==> src/rtl/rr_grant_arbiter_pkg.sv <==
// Shared definitions for the round-robin grant arbiter.
// The state encoding and default sizes live here.
// The wrap helper is used by the picker and the top level.
package rr_grant_arbiter_pkg;

   typedef enum logic {
      ST_IDLE = 1'b0,
      ST_BUSY = 1'b1
   } arb_state_t;

   localparam int RR_DEF_N  = 8;
   localparam int RR_DEF_IW = 3;

   // Rotating scan position: (base + off) mod n, assuming base < n and off < n.
   function automatic int rr_wrap(input int base, input int off, input int n);
      int s;
      s = base + off;
      if (s >= n) s = s - n;
      return s;
   endfunction

endpackage

==> src/rtl/rr_pick.sv <==
// Combinational rotating priority picker.
// It returns the first set bit of i_cand, scanning upward from i_start
// and wrapping from N-1 back to 0.
module rr_pick
   import rr_grant_arbiter_pkg::*;
#(
   parameter int N  = RR_DEF_N,
   parameter int IW = RR_DEF_IW
) (
   input  logic [N-1:0]  i_cand,
   input  logic [IW-1:0] i_start,
   output logic [N-1:0]  o_onehot,
   output logic [IW-1:0] o_idx,
   output logic          o_any
);

   // Scan from the start pointer. The first candidate found wins.
   always_comb begin
      logic [IW-1:0] v_k;
      o_onehot = '0;
      o_idx    = '0;
      o_any    = 1'b0;
      for (int i = 0; i < N; i++) begin
         v_k = IW'(rr_wrap(int'(i_start), i, N));
         if (!o_any && i_cand[v_k]) begin
            o_any          = 1'b1;
            o_onehot[v_k]  = 1'b1;
            o_idx          = v_k;
         end
      end
   end

endmodule

==> src/rtl/rr_grant_arbiter.sv <==
// Sequential round-robin arbiter with grant locking.
// A grant is held until the holder asserts done or drops its request.
// Priority then rotates past the holder.
// Optional feature macro: ARB_TIMEOUT_EN. When it is defined, a grant is
// forcibly released after MAXHOLD cycles, and timeout pulses for one cycle.
module rr_grant_arbiter
   import rr_grant_arbiter_pkg::*;
#(
   parameter int N       = RR_DEF_N,
   parameter int IW      = RR_DEF_IW,
   parameter int MAXHOLD = 16
) (
   input  logic          clk,
   input  logic          rst,
   input  logic [N-1:0]  req,
   input  logic          done,
   output logic [N-1:0]  grant,
   output logic [IW-1:0] grant_idx,
   output logic          grant_valid,
   output logic          timeout
);

   arb_state_t    r_state, w_state_next;
   logic [IW-1:0] r_ptr, w_ptr_next;
   logic [N-1:0]  r_grant, w_grant_next;
   logic [IW-1:0] r_idx, w_idx_next;
   logic          r_timeout, w_timeout_next;

   logic [N-1:0]  w_cand;
   logic [IW-1:0] w_start;
   logic [N-1:0]  w_pick_onehot;
   logic [IW-1:0] w_pick_idx;
   logic          w_pick_any;
   logic [IW-1:0] w_h_inc;
   logic          w_release;
   logic          w_force;
   logic          w_new_grant;

`ifdef ARB_TIMEOUT_EN
   localparam int HOLD_W = $clog2(MAXHOLD + 1);
   logic [HOLD_W-1:0] r_hold, w_hold_next;
`else
   logic w_unused_maxhold;
   assign w_unused_maxhold = (MAXHOLD > 0);
`endif

   rr_pick #(
      .N  (N),
      .IW (IW)
   ) u_pick (
      .i_cand   (w_cand),
      .i_start  (w_start),
      .o_onehot (w_pick_onehot),
      .o_idx    (w_pick_idx),
      .o_any    (w_pick_any)
   );

   // Release detection and candidate selection for the picker.
   always_comb begin
      w_h_inc   = (r_idx == IW'(N - 1)) ? '0 : r_idx + 1'b1;
      w_release = (r_state == ST_BUSY) && (done || !req[r_idx]);
`ifdef ARB_TIMEOUT_EN
      w_force   = (r_state == ST_BUSY) && !w_release && (r_hold == HOLD_W'(MAXHOLD - 1));
`else
      w_force   = 1'b0;
`endif
      if (r_state == ST_IDLE) begin
         w_cand  = req;
         w_start = r_ptr;
      end else begin
         // The outgoing holder is excluded so that it cannot win again immediately.
         w_cand  = req & ~r_grant;
         w_start = w_h_inc;
      end
   end

   // Next-state and next-output logic. Defaults hold the current values.
   always_comb begin
      w_state_next   = r_state;
      w_ptr_next     = r_ptr;
      w_grant_next   = r_grant;
      w_idx_next     = r_idx;
      w_timeout_next = 1'b0;
      w_new_grant    = 1'b0;
      case (r_state)
         ST_IDLE: begin
            if (w_pick_any) begin
               w_state_next = ST_BUSY;
               w_grant_next = w_pick_onehot;
               w_idx_next   = w_pick_idx;
               w_new_grant  = 1'b1;
            end
         end
         ST_BUSY: begin
            if (w_release || w_force) begin
               w_ptr_next     = w_h_inc;
               w_timeout_next = w_force;
               if (w_pick_any) begin
                  w_grant_next = w_pick_onehot;
                  w_idx_next   = w_pick_idx;
                  w_new_grant  = 1'b1;
               end else begin
                  w_state_next = ST_IDLE;
                  w_grant_next = '0;
                  w_idx_next   = '0;
               end
            end
         end
         default: begin
            w_state_next = ST_IDLE;
            w_grant_next = '0;
            w_idx_next   = '0;
         end
      endcase
   end

   // State, pointer and grant registers. Reset clears the grant immediately.
   always_ff @(posedge clk or posedge rst) begin
      if (rst) begin
         r_state   <= ST_IDLE;
         r_ptr     <= '0;
         r_grant   <= '0;
         r_idx     <= '0;
         r_timeout <= 1'b0;
      end else begin
         r_state   <= w_state_next;
         r_ptr     <= w_ptr_next;
         r_grant   <= w_grant_next;
         r_idx     <= w_idx_next;
         r_timeout <= w_timeout_next;
      end
   end

`ifdef ARB_TIMEOUT_EN
   // Hold-time counter. It clears on every new grant and counts each held cycle.
   always_comb begin
      if (w_new_grant || w_state_next == ST_IDLE) begin
         w_hold_next = '0;
      end else if (r_state == ST_BUSY) begin
         w_hold_next = r_hold + 1'b1;
      end else begin
         w_hold_next = r_hold;
      end
   end

   // Hold-counter register.
   always_ff @(posedge clk or posedge rst) begin
      if (rst) begin
         r_hold <= '0;
      end else begin
         r_hold <= w_hold_next;
      end
   end
`else
   logic w_unused_new_grant;
   assign w_unused_new_grant = w_new_grant;
`endif

   assign grant       = r_grant;
   assign grant_idx   = r_idx;
   assign grant_valid = (r_state == ST_BUSY);
   assign timeout     = r_timeout;

endmodule
==> config.mk <==
export PLATFORM = sky130hd
export DESIGN_NAME = rr_grant_arbiter
export DESIGN_NICKNAME = d
export VERILOG_FILES = /design/src/rtl/rr_grant_arbiter_pkg.sv /design/src/rtl/rr_pick.sv /design/src/rtl/rr_grant_arbiter.sv
export SDC_FILE = /design/constraint.sdc
export NUM_CORES = 1
export LEC_CHECK = 0
export CORE_ASPECT_RATIO = 0.8
export CORE_UTILIZATION = 50
export CTS_CLUSTER_DIAMETER = 100
export CTS_CLUSTER_SIZE = 8
export DETAILED_ROUTE_END_ITERATION = 6
export DONT_BUFFER_PORTS = 1
export PLACE_DENSITY = 0.7
export RECOVER_POWER = 25
export SYNTH_ARGS = -nofsm -noshare
export SYNTH_HDL_FRONTEND = slang
export SYNTH_SLANG_ARGS = --single-unit
==> constraint.sdc <==
create_clock -name clk -period 8.7 [get_ports clk]
set_clock_uncertainty 0.05 [all_clocks]
set_input_delay 1.74 -clock clk [delete_from_list [all_inputs] [get_ports clk]]
set_output_delay 1.74 -clock clk [all_outputs]
set_load 0.05 [all_outputs]
==> impl_metrics.tcl <==
set metrics [dict create \
    cts_tree "yes" \
    chip_width_um 76.7 \
    cts_buffers 3 \
    rsz0062_at_grt "false" \
    clkSinkCount 15 \
    crit_buf_inv 0 \
    synth.lib_cells_used.distinct 64 \
    layout_worst_path_cycle_share_pct 56.2 \
    final_layout_size_suffix_gt1_share_pct 18.9 \
    holdCritPathClass "flop to flop" \
    layout_common_cells "sky130_fd_sc_hd__nand2_1 (39), sky130_fd_sc_hd__dfrtp_1 (15), sky130_fd_sc_hd__nand3_1 (11), sky130_fd_sc_hd__nor2_1 (11)" \
    syn-num-nets 268 \
    yosys-mux-area-fraction_pct 21.3 \
    syn-cell-area_um2 2230 \
    relSlewSlack_pct 45.5 \
    grt-ovfl-total 0 \
    register_area_um2 375 \
    timing.final.hold_violations 0 \
    routedWlPerCell_um 20.9 \
    route.detailed.vias_per_inst 6.76 \
    core_area_um2 4230 \
    highest_clock_rate_mhz 205 \
    synth_edf_count 0 \
    synth_top_family_by_area "compound AO/OA/AOI/OAI gates" \
    cap_violations 0 \
    first_iter_violations 220 \
    finalMaxSlewViolations 0 \
    grt_first_pass_wirelength_um 10400 \
    timing.critical_path.max_delay_family "adder cells" \
    post-route-util_pct 53.9 \
    die_y_um 61.7 \
    arr_time_crit_path_ps 4970 \
    final_layout_setup_total_negative_slack_ps 0 \
    critical-path-slowest-cell "sky130_fd_sc_hd__dfrtp_1" \
    area.growth.synth_to_final_pct 2.24 \
    antenna_found_initial 0 \
    fin_nets 263 \
    fill_cell_count 394 \
    layout.cells.most_common "sky130_fd_sc_hd__nand2_1" \
    number_of_diodes_added_for_antenna_fixing 0 \
    critPathMaxFanout 16 \
    synth_adder_area_share_pct 4.49 \
    clk-insertion-delay-late_ps 250 \
    yosysWarnings 0 \
    start_util_pct 52.7 \
    h-tree-depth 1 \
    grt_pass1_vias 1928 \
    core.rowCount 21 \
    route.final.wire_length_um 6280 \
    gp_routability_congestion 0.935 \
    critical-path-max-stage-delay_ps 690 \
    status "finished clean" \
    critical_path.endpoint_type "flop" \
    post_synthesis_cells 249 \
    via_count 2028 \
    ys_async_sr_fraction_pct 100 \
    antenna_violating_nets_post_route 0 \
    numPortBuffers 0 \
    crit_chain "ha_1 > ha_1 > nor3b_4 > nor2_8 > ha_1 > mux4_2 > o221ai_2 > and3_1 > o211ai_4 > o21ai_4 > nor3_1 > a211o_1" \
    synth-main-ff-cell "sky130_fd_sc_hd__dfrtp_1" \
    layout_min_cycle_time_ps 4890 \
    timing_worst_slew_pin_value_ps 818 \
    post_cts_gate_resize_count 0 \
    synthXorXnorAreaFrac_pct 1.18 \
    clkSlewWorstSetupHoldPaths_ps 70 \
    cts_post_setup_buffers_inserted 0 \
    path_type_of_the_worst_setup_path "flop to flop" \
    grt_start_max_net_pins 28 \
    cts_hold_buffers 0 \
    multi_input_comb_area_um2 1740 \
    synth-simple-area-share_pct 20.2 \
    die_area_um2 4730 \
    synth_seq_area_share_pct 16.8 \
    cp_common_cell "sky130_fd_sc_hd__ha_1" \
    clock_tree_buffer_depth 2 \
    io_pins 24 \
    detail_route.first_pass.iterations 5 \
    timing.critical_path.from_type "flop" \
    synth_compound_gate_area_share_pct 30.6 \
    master_cell_of_the_clock_root_buffer "sky130_fd_sc_hd__clkbuf_8" \
    report.final.setup_viol 0 \
    worstPathRequired_ps 8780 \
    global_route.usage.total_pct 28.9 \
    postSynthRegisterBits 15 \
    drc_errors 0 \
    dpl.hpwl_um 5010 \
    syn_avg_cell_area_um2 8.96 \
    hold_slack_ps 468 \
]
==> metal layers <==
metal  global-route usage [%]  vias to the layer above  wire length [um]
met5                        0                        -                 0
met4                     6.32                        0                55
met3                     6.28                        8               539
met2                     45.5                      110              2730
met1                     41.2                      968              2960
li1                         -                      942                 -
==> cells by family after synthesis <==
kind of cell,after synthesis
and+or+nand+nor,90
xor gates and xnor gates,3
muxes,31
buffers and inverters,22
AOI/OAI and AO/OA,79
other,1
DFF,15
adders and majority gates,8
==> layout make-up <==
type                    count  area share (%)
clock buffers               4            1.97
inverters                  11            1.92
multi-input cells         212            76.2
flip-flops and latches     15            16.5
well taps                  57            3.13
repair buffers              1           0.329
==> per-stage QoR <==
step           std cells  setup slack, ps  instance area [um^2]
2_1_floorplan        249             4410                  2230
3_3_place_gp         296             3870                  2240
3_5_place_dp         296             3870                  2240
4_1_cts              300             3850                  2280
5_1_grt              300             3530                  2280
6_report             300             3810                  2280
==> state kept, by name, summed over array words and instances (netlist names) <==
register,cells
grant,8
grant_valid,1
r_ptr,3
grant_idx,3
==> worst reg2reg max path, stage by stage, from the launching register on <==
cell and delay (ps):
sky130_fd_sc_hd__dfrtp_1 690, sky130_fd_sc_hd__ha_1 370, sky130_fd_sc_hd__ha_1 230, sky130_fd_sc_hd__nor3b_4 330
sky130_fd_sc_hd__nor2_8 140, sky130_fd_sc_hd__ha_1 680, sky130_fd_sc_hd__mux4_2 660, sky130_fd_sc_hd__o221ai_2 250
sky130_fd_sc_hd__and3_1 440, sky130_fd_sc_hd__o211ai_4 170, sky130_fd_sc_hd__o21ai_4 360, sky130_fd_sc_hd__nor3_1 90
sky130_fd_sc_hd__a211o_1 300
==> synthesized netlist by cell type, types with 5 or more instances <==
library cell | number | share of area, %
sky130_fd_sc_hd__a21boi_0 | 6 | 2.0
sky130_fd_sc_hd__nand3_1 | 11 | 2.5
sky130_fd_sc_hd__nand2b_1 | 5 | 1.4
sky130_fd_sc_hd__a21oi_1 | 10 | 2.2
sky130_fd_sc_hd__nor2_1 | 11 | 1.9
sky130_fd_sc_hd__ha_1 | 8 | 4.5
sky130_fd_sc_hd__nand2_1 | 39 | 6.6
sky130_fd_sc_hd__o211ai_1 | 5 | 1.7
sky130_fd_sc_hd__o21ai_0 | 8 | 1.8
sky130_fd_sc_hd__mux2_2 | 6 | 3.0
sky130_fd_sc_hd__mux2i_1 | 10 | 4.5
sky130_fd_sc_hd__inv_1 | 9 | 1.5
sky130_fd_sc_hd__mux4_2 | 9 | 9.1
sky130_fd_sc_hd__nor3_1 | 7 | 1.6
sky130_fd_sc_hd__dfrtp_1 | 15 | 17
sky130_fd_sc_hd__or3_1 | 5 | 1.4
==> worst paths after layout <==
kind                            depth (start not counted)  slack [ps]      endpoint         start
worst max-delay path                                   12        3810      grant[1]  grant_idx[0]
worst min-delay path                                    2         470      r_ptr[0]      r_ptr[0]
worst max register to register                         12        3810      grant[1]  grant_idx[0]
worst min register to register                          2         470      r_ptr[0]      r_ptr[0]
max in group asynchronous                               1        6850  grant_idx[1]           rst
min in group asynchronous                               1        1380      grant[0]           rst
Power is left out: the tool's default activity adds up to more than one toggle a clock period on the data nets, which glitch-free logic cannot reach.
==> RTL change 1 (same flow settings) <==
Change the package constant `RR_DEF_IW` from 3 to 2.
--- a/src/rtl/rr_grant_arbiter_pkg.sv
+++ b/src/rtl/rr_grant_arbiter_pkg.sv
@@ -9,7 +9,7 @@
    } arb_state_t;
 
    localparam int RR_DEF_N  = 8;
-   localparam int RR_DEF_IW = 3;
+   localparam int RR_DEF_IW = 2;
 
    // Rotating scan position: (base + off) mod n, assuming base < n and off < n.
    function automatic int rr_wrap(input int base, input int off, input int n);
Interface: changed (resized grant_idx); port bits go from 24 to 23. No check against the original RTL was run, so the function may have changed too.
==> RTL change 1 against the unedited design <==
Synthesized area fell by 48%. Critical path depth fell by 6. Routed wire length is 52% lower. Maximum frequency rose by 44%. Synthesized cell count shrank 48%. Via count decreased by 48%. Final cell count fell by 49%. Design area shrank 49%. Worst setup slack better by 1.5 ns. Sequential cell count is 6 lower. Critical path type unchanged.
Power is left out: the tool's default activity adds up to more than one toggle a clock period on the data nets, which glitch-free logic cannot reach.
==> RTL change 1: results <==
group,metric,value,unit
synth,synth_commonest_cells,"12 x nand3_1, 11 x nand2_1, 9 x dfrtp_1, 9 x ha_1, 7 x nor2_1",
global_route,grt_pass1_wl,4800,µm
clock_network,clockRootBuffer,"clkbuf_4",
synth,ys_async_sr_fraction,100,%
setup_path,critical_path_arrival,3.50,ns
synth,yosys_warnings,0,
setup_path,slowest_stage,"dfrtp_1",
global_route,grt_max_degree,19,
setup_path,max_stage_delay,1.00,ns
cells_and_area,drive_above_1_share,15.5,%
clock_network,clock_latency,0.27,ns
setup_path,reg2regPathDepth,6,
synth,seq_area_frac_synth,19.6,%
global_route,track_usage,26.1,%
cells_and_area,largest_register_ffs,4,
clock_network,clk_pin_slew,0.06,ns
clock_network,cts_max_level,1,
route,dr.pass1.iters,4,
sta,slew_viol_final,0,
cells_and_area,nFillCells,194,
setup_path,critPathCaptureType,"register",
route,vias,1059,
clock_network,post_cts_buffers,0,
global_route,antenna_found_initial,0,
cells_and_area,n_antenna_cell,0,
route,drt-total-wl,3030,µm
clock_network,ctsResizeCount,0,
setup_path,r2r_setup_slack,5.30,ns
synth,yosys-top-cells-area,"dfrtp_1 20%, ha_1 9.8%, mux4_2 5.9%",
global_route,grt_pass1_vias,986,
setup_path,crit_fanout,18,
placement,dp_hpwl,2190,µm
sta,fmax,0.294,GHz
worst_hold_path,hold_path_depth,1,
worst_hold_path,hp-class,"reg -> reg",
clock_network,ctsLongestPathBuffers,2,
setup_path,crit_start,"grant_valid$_DFF_PP0_",
setup_path,reg2reg_to,"grant[0]$_DFFE_PP0P_",
synth,synth_cell_types,45,
global_route,gr-total-overflow,0,
placement,finalWeightedCongestion,0.811,
cells_and_area,layout.nets,150,
route,drt_iter0_markers,69,
placement,place_ws,5.10,ns
sta,slew_headroom,33.2,%
setup_path,critPathTopFamily,"multiplexers",
clock_network,numCtsBuffers,3,
status,outcome,"completed",
placement,io_buffers,0,
-- RTL change 1: cell count changes after synthesis, moves of 5 or more --
cell,unedited run,this run
nand2_1,39,11
a21oi_1,10,3
dfrtp_1,15,9
mux2i_1,10,4
mux4_2,9,3
nor3_1,7,1
a21boi_0,6,1
or3_1,5,0
-- RTL change 1: cell type report --
class,instances,share of cell area (%)
Tap cell,25,2.69
Sequential cell,9,19.4
Clock buffer,4,2.26
Inverter,7,2.26
Multi-Input combinational cell,109,73.4
-- RTL change 1: metal layers --
| metal | wire length, µm | GRT usage [%] |
|---|---|---|
| met1 | 1340 | 33.0 |
| met2 | 1450 | 45.3 |
| met3 | 197 | 6.02 |
| met4 | 34 | 8.50 |
| met5 | 0 | 0 |
-- RTL change 1: cells by family after synthesis --
group,share of synthesized area [%]
AO/OA/AOI/OAI,29.5
adder cells (fa/ha/maj),9.78
buffers and inverters,7.61
flip-flops,19.6
multiplexers,16.4
other,0.326
AND/OR/NAND/NOR,16.8
-- RTL change 1: worst min path at each step --
stage	from	end	slack (ns)
3_3_place_gp	r_ptr[0]$_DFFE_PP0P_	r_ptr[0]$_DFFE_PP0P_	0.47
6_report	r_ptr[0]$_DFFE_PP0P_	r_ptr[0]$_DFFE_PP0P_	0.48
4_1_cts	r_ptr[0]$_DFFE_PP0P_	r_ptr[0]$_DFFE_PP0P_	0.49
3_5_place_dp	r_ptr[0]$_DFFE_PP0P_	r_ptr[0]$_DFFE_PP0P_	0.48
2_1_floorplan	r_ptr[0]$_DFFE_PP0P_	r_ptr[0]$_DFFE_PP0P_	0.45
5_1_grt	r_ptr[0]$_DFFE_PP0P_	r_ptr[0]$_DFFE_PP0P_	0.50
-- RTL change 1: through the flow --
stage	cells	instance area (µm²)	hold WS, ns
6_report	154	1160	0.482
5_1_grt	154	1160	0.497
4_1_cts	154	1160	0.489
3_5_place_dp	150	1140	0.476
3_3_place_gp	150	1140	0.466
2_1_floorplan	134	1170	0.446
==> RTL change 2 (same settings) <==
Made on the original files. Build with the macro `ARB_TIMEOUT_EN` defined.
--- a/src/rtl/rr_grant_arbiter.sv
+++ b/src/rtl/rr_grant_arbiter.sv
@@ -3,6 +3,8 @@
 // Priority then rotates past the holder.
 // Optional feature macro: ARB_TIMEOUT_EN. When it is defined, a grant is
 // forcibly released after MAXHOLD cycles, and timeout pulses for one cycle.
+`define ARB_TIMEOUT_EN
+
 module rr_grant_arbiter
    import rr_grant_arbiter_pkg::*;
 #(
Formal check against the unedited RTL: no difference found for any inputs over 4 cycles, from zero or initial values and one cycle with rst high; that may be too few to reach the edited logic, so the function may still have changed.
==> RTL change 2 against the unedited design <==
Die area increased by 7.3%. Critical path type unchanged. Maximum frequency decreased by 4.7%. Design area increased by 7.9%. Worst setup slack got worse by 0.24 ns. Synthesized area increased by 7.5%. Routed wire length decreased by 1.4%. Highest routed layer unchanged. Sequential cell count increased by 6. Utilization decreased by 0.38 points.
Power is left out: the tool's default activity adds up to more than one toggle a clock period on the data nets, which glitch-free logic cannot reach.
==> RTL change 2: results <==
group,metric,value,unit
setup_path,slowest_stage,"dfrtp_1",
clock_network,ctsLongestPathBuffers,2,
clock_network,clk_pin_slew,0.08,ns
cells_and_area,n_antenna_cell,0,
placement,dp_hpwl,4750,µm
clock_network,post_cts_buffers,0,
synth,synth_commonest_cells,"24 x mux2i_1, 21 x dfrtp_1, 21 x nand2_1, 14 x nand3_1, 14 x nor2_1",
route,via_per_inst,6.86,
clock_network,cts_max_level,1,
synth,yosys-top-cells-area,"dfrtp_1 22%, mux2i_1 10%, ha_1 5.2%",
status,outcome,"completed",
global_route,grt_pass1_wl,10100,µm
global_route,grt_pass1_vias,2015,
synth,synth-main-ff-cell,"dfrtp_1",
placement,finalWeightedCongestion,0.872,
setup_path,critPathTopFamily,"simple AND/OR/NAND/NOR gates",
route,wl_per_cell,19.7,µm
route,dr.pass1.iters,4,
setup_path,critical_path_arrival,5.24,ns
setup_path,crit_fanout,21,
global_route,antenna_found_initial,0,
clock_network,clockRootBuffer,"clkbuf_8",
clock_network,postCtsHoldBufs,0,
clock_network,clock_latency,0.26,ns
clock_network,numCtsBuffers,3,
synth,synth_top_area_share,21.9,%
cells_and_area,drive_above_1_share,14.6,%
worst_hold_path,hp-class,"reg -> reg",
route,drt_iter0_markers,182,
clock_network,ctsResizeCount,0,
cells_and_area,largest_register_ffs,8,
synth,syn_nets,284,
synth,yosys_warnings,0,
sta,worstMarginPinSlew,1.07,ns
synth,seq_area_frac_synth,21.9,%
placement,dpl_cell_area,2410,µm²
global_route,track_usage,25.8,%
synth,ys_async_sr_fraction,100,%
synth,synth_cell_types,62,
setup_path,max_stage_delay,0.66,ns
global_route,grt_max_degree,24,
placement,io_buffers,0,
## RTL change 2: cell count changes after synthesis, sizes merged, moves of 4 or more
cell | unedited run | this run
a31oi | 1 | 5
a22oi | 1 | 5
clkbuf | 3 | 7
nand2 | 39 | 21
o211ai | 6 | 1
dfrtp | 15 | 21
o221ai | 4 | 0
mux2i | 12 | 26
## RTL change 2: worst paths after layout
check                                          from                     to  slack [ns]  cells past startpoint
max in group asynchronous                       rst   r_ptr[1]$_DFFE_PP0P_        6.61                      1
setup reg to reg           grant_idx[0]$_DFFE_PP0P_   grant[0]$_DFFE_PP0P_        3.57                     14
hold reg to reg               r_hold[0]$_DFFE_PP0P_  r_hold[0]$_DFFE_PP0P_        0.42                      1
min in group asynchronous                       rst   grant[3]$_DFFE_PP0P_        1.47                      1
hold / removal                r_hold[0]$_DFFE_PP0P_  r_hold[0]$_DFFE_PP0P_        0.42                      1
setup / recovery           grant_idx[0]$_DFFE_PP0P_   grant[0]$_DFFE_PP0P_        3.57                     14
## RTL change 2: logic make-up (layout without fill, tap and decap cells)
logic type,Yosys count,in the layout,synth area share [%]
multiplexers,43,43,23.5
AND/OR/NAND/NOR,88,88,20.0
flip-flops,21,21,21.9
AO/OA/AOI/OAI,72,72,23.1
buffers and inverters,25,16,4.90
XOR/XNOR,4,4,1.46
adder cells (fa/ha/maj),10,10,5.22
## RTL change 2: metal layers
layer	track usage (%)	share of wire [%]	wire [µm]	vias up
met1	35.1	45	2770	1063
met5	0	0	0	-
li1	-	-	-	1012
met3	7.57	7.7	475	6
met4	6.59	1.0	63	0
met2	39.6	47	2880	73
## RTL change 2: per-stage QoR
step	util (%)	std cells	worst slack, ns
after floorplan	-	263	4.08
after global placement	52.5	310	3.53
after detailed placement	52.5	310	3.41
after CTS	53.5	314	3.60
after global routing	53.5	314	3.24
final	53.5	314	3.57
## RTL change 2: cell type report
| cell class | instances | area (µm²) |
|---|---|---|
| Multi-Input combinational cell | 217 | 1760 |
| Tap cell | 60 | 75.1 |
| Fill cell | 425 | 2140 |
| Clock inverter | 1 | 5.00 |
| Timing Repair Buffer | 3 | 22.5 |
| Clock buffer | 3 | 41.3 |
| Inverter | 9 | 36.3 |
| Sequential cell | 21 | 526 |
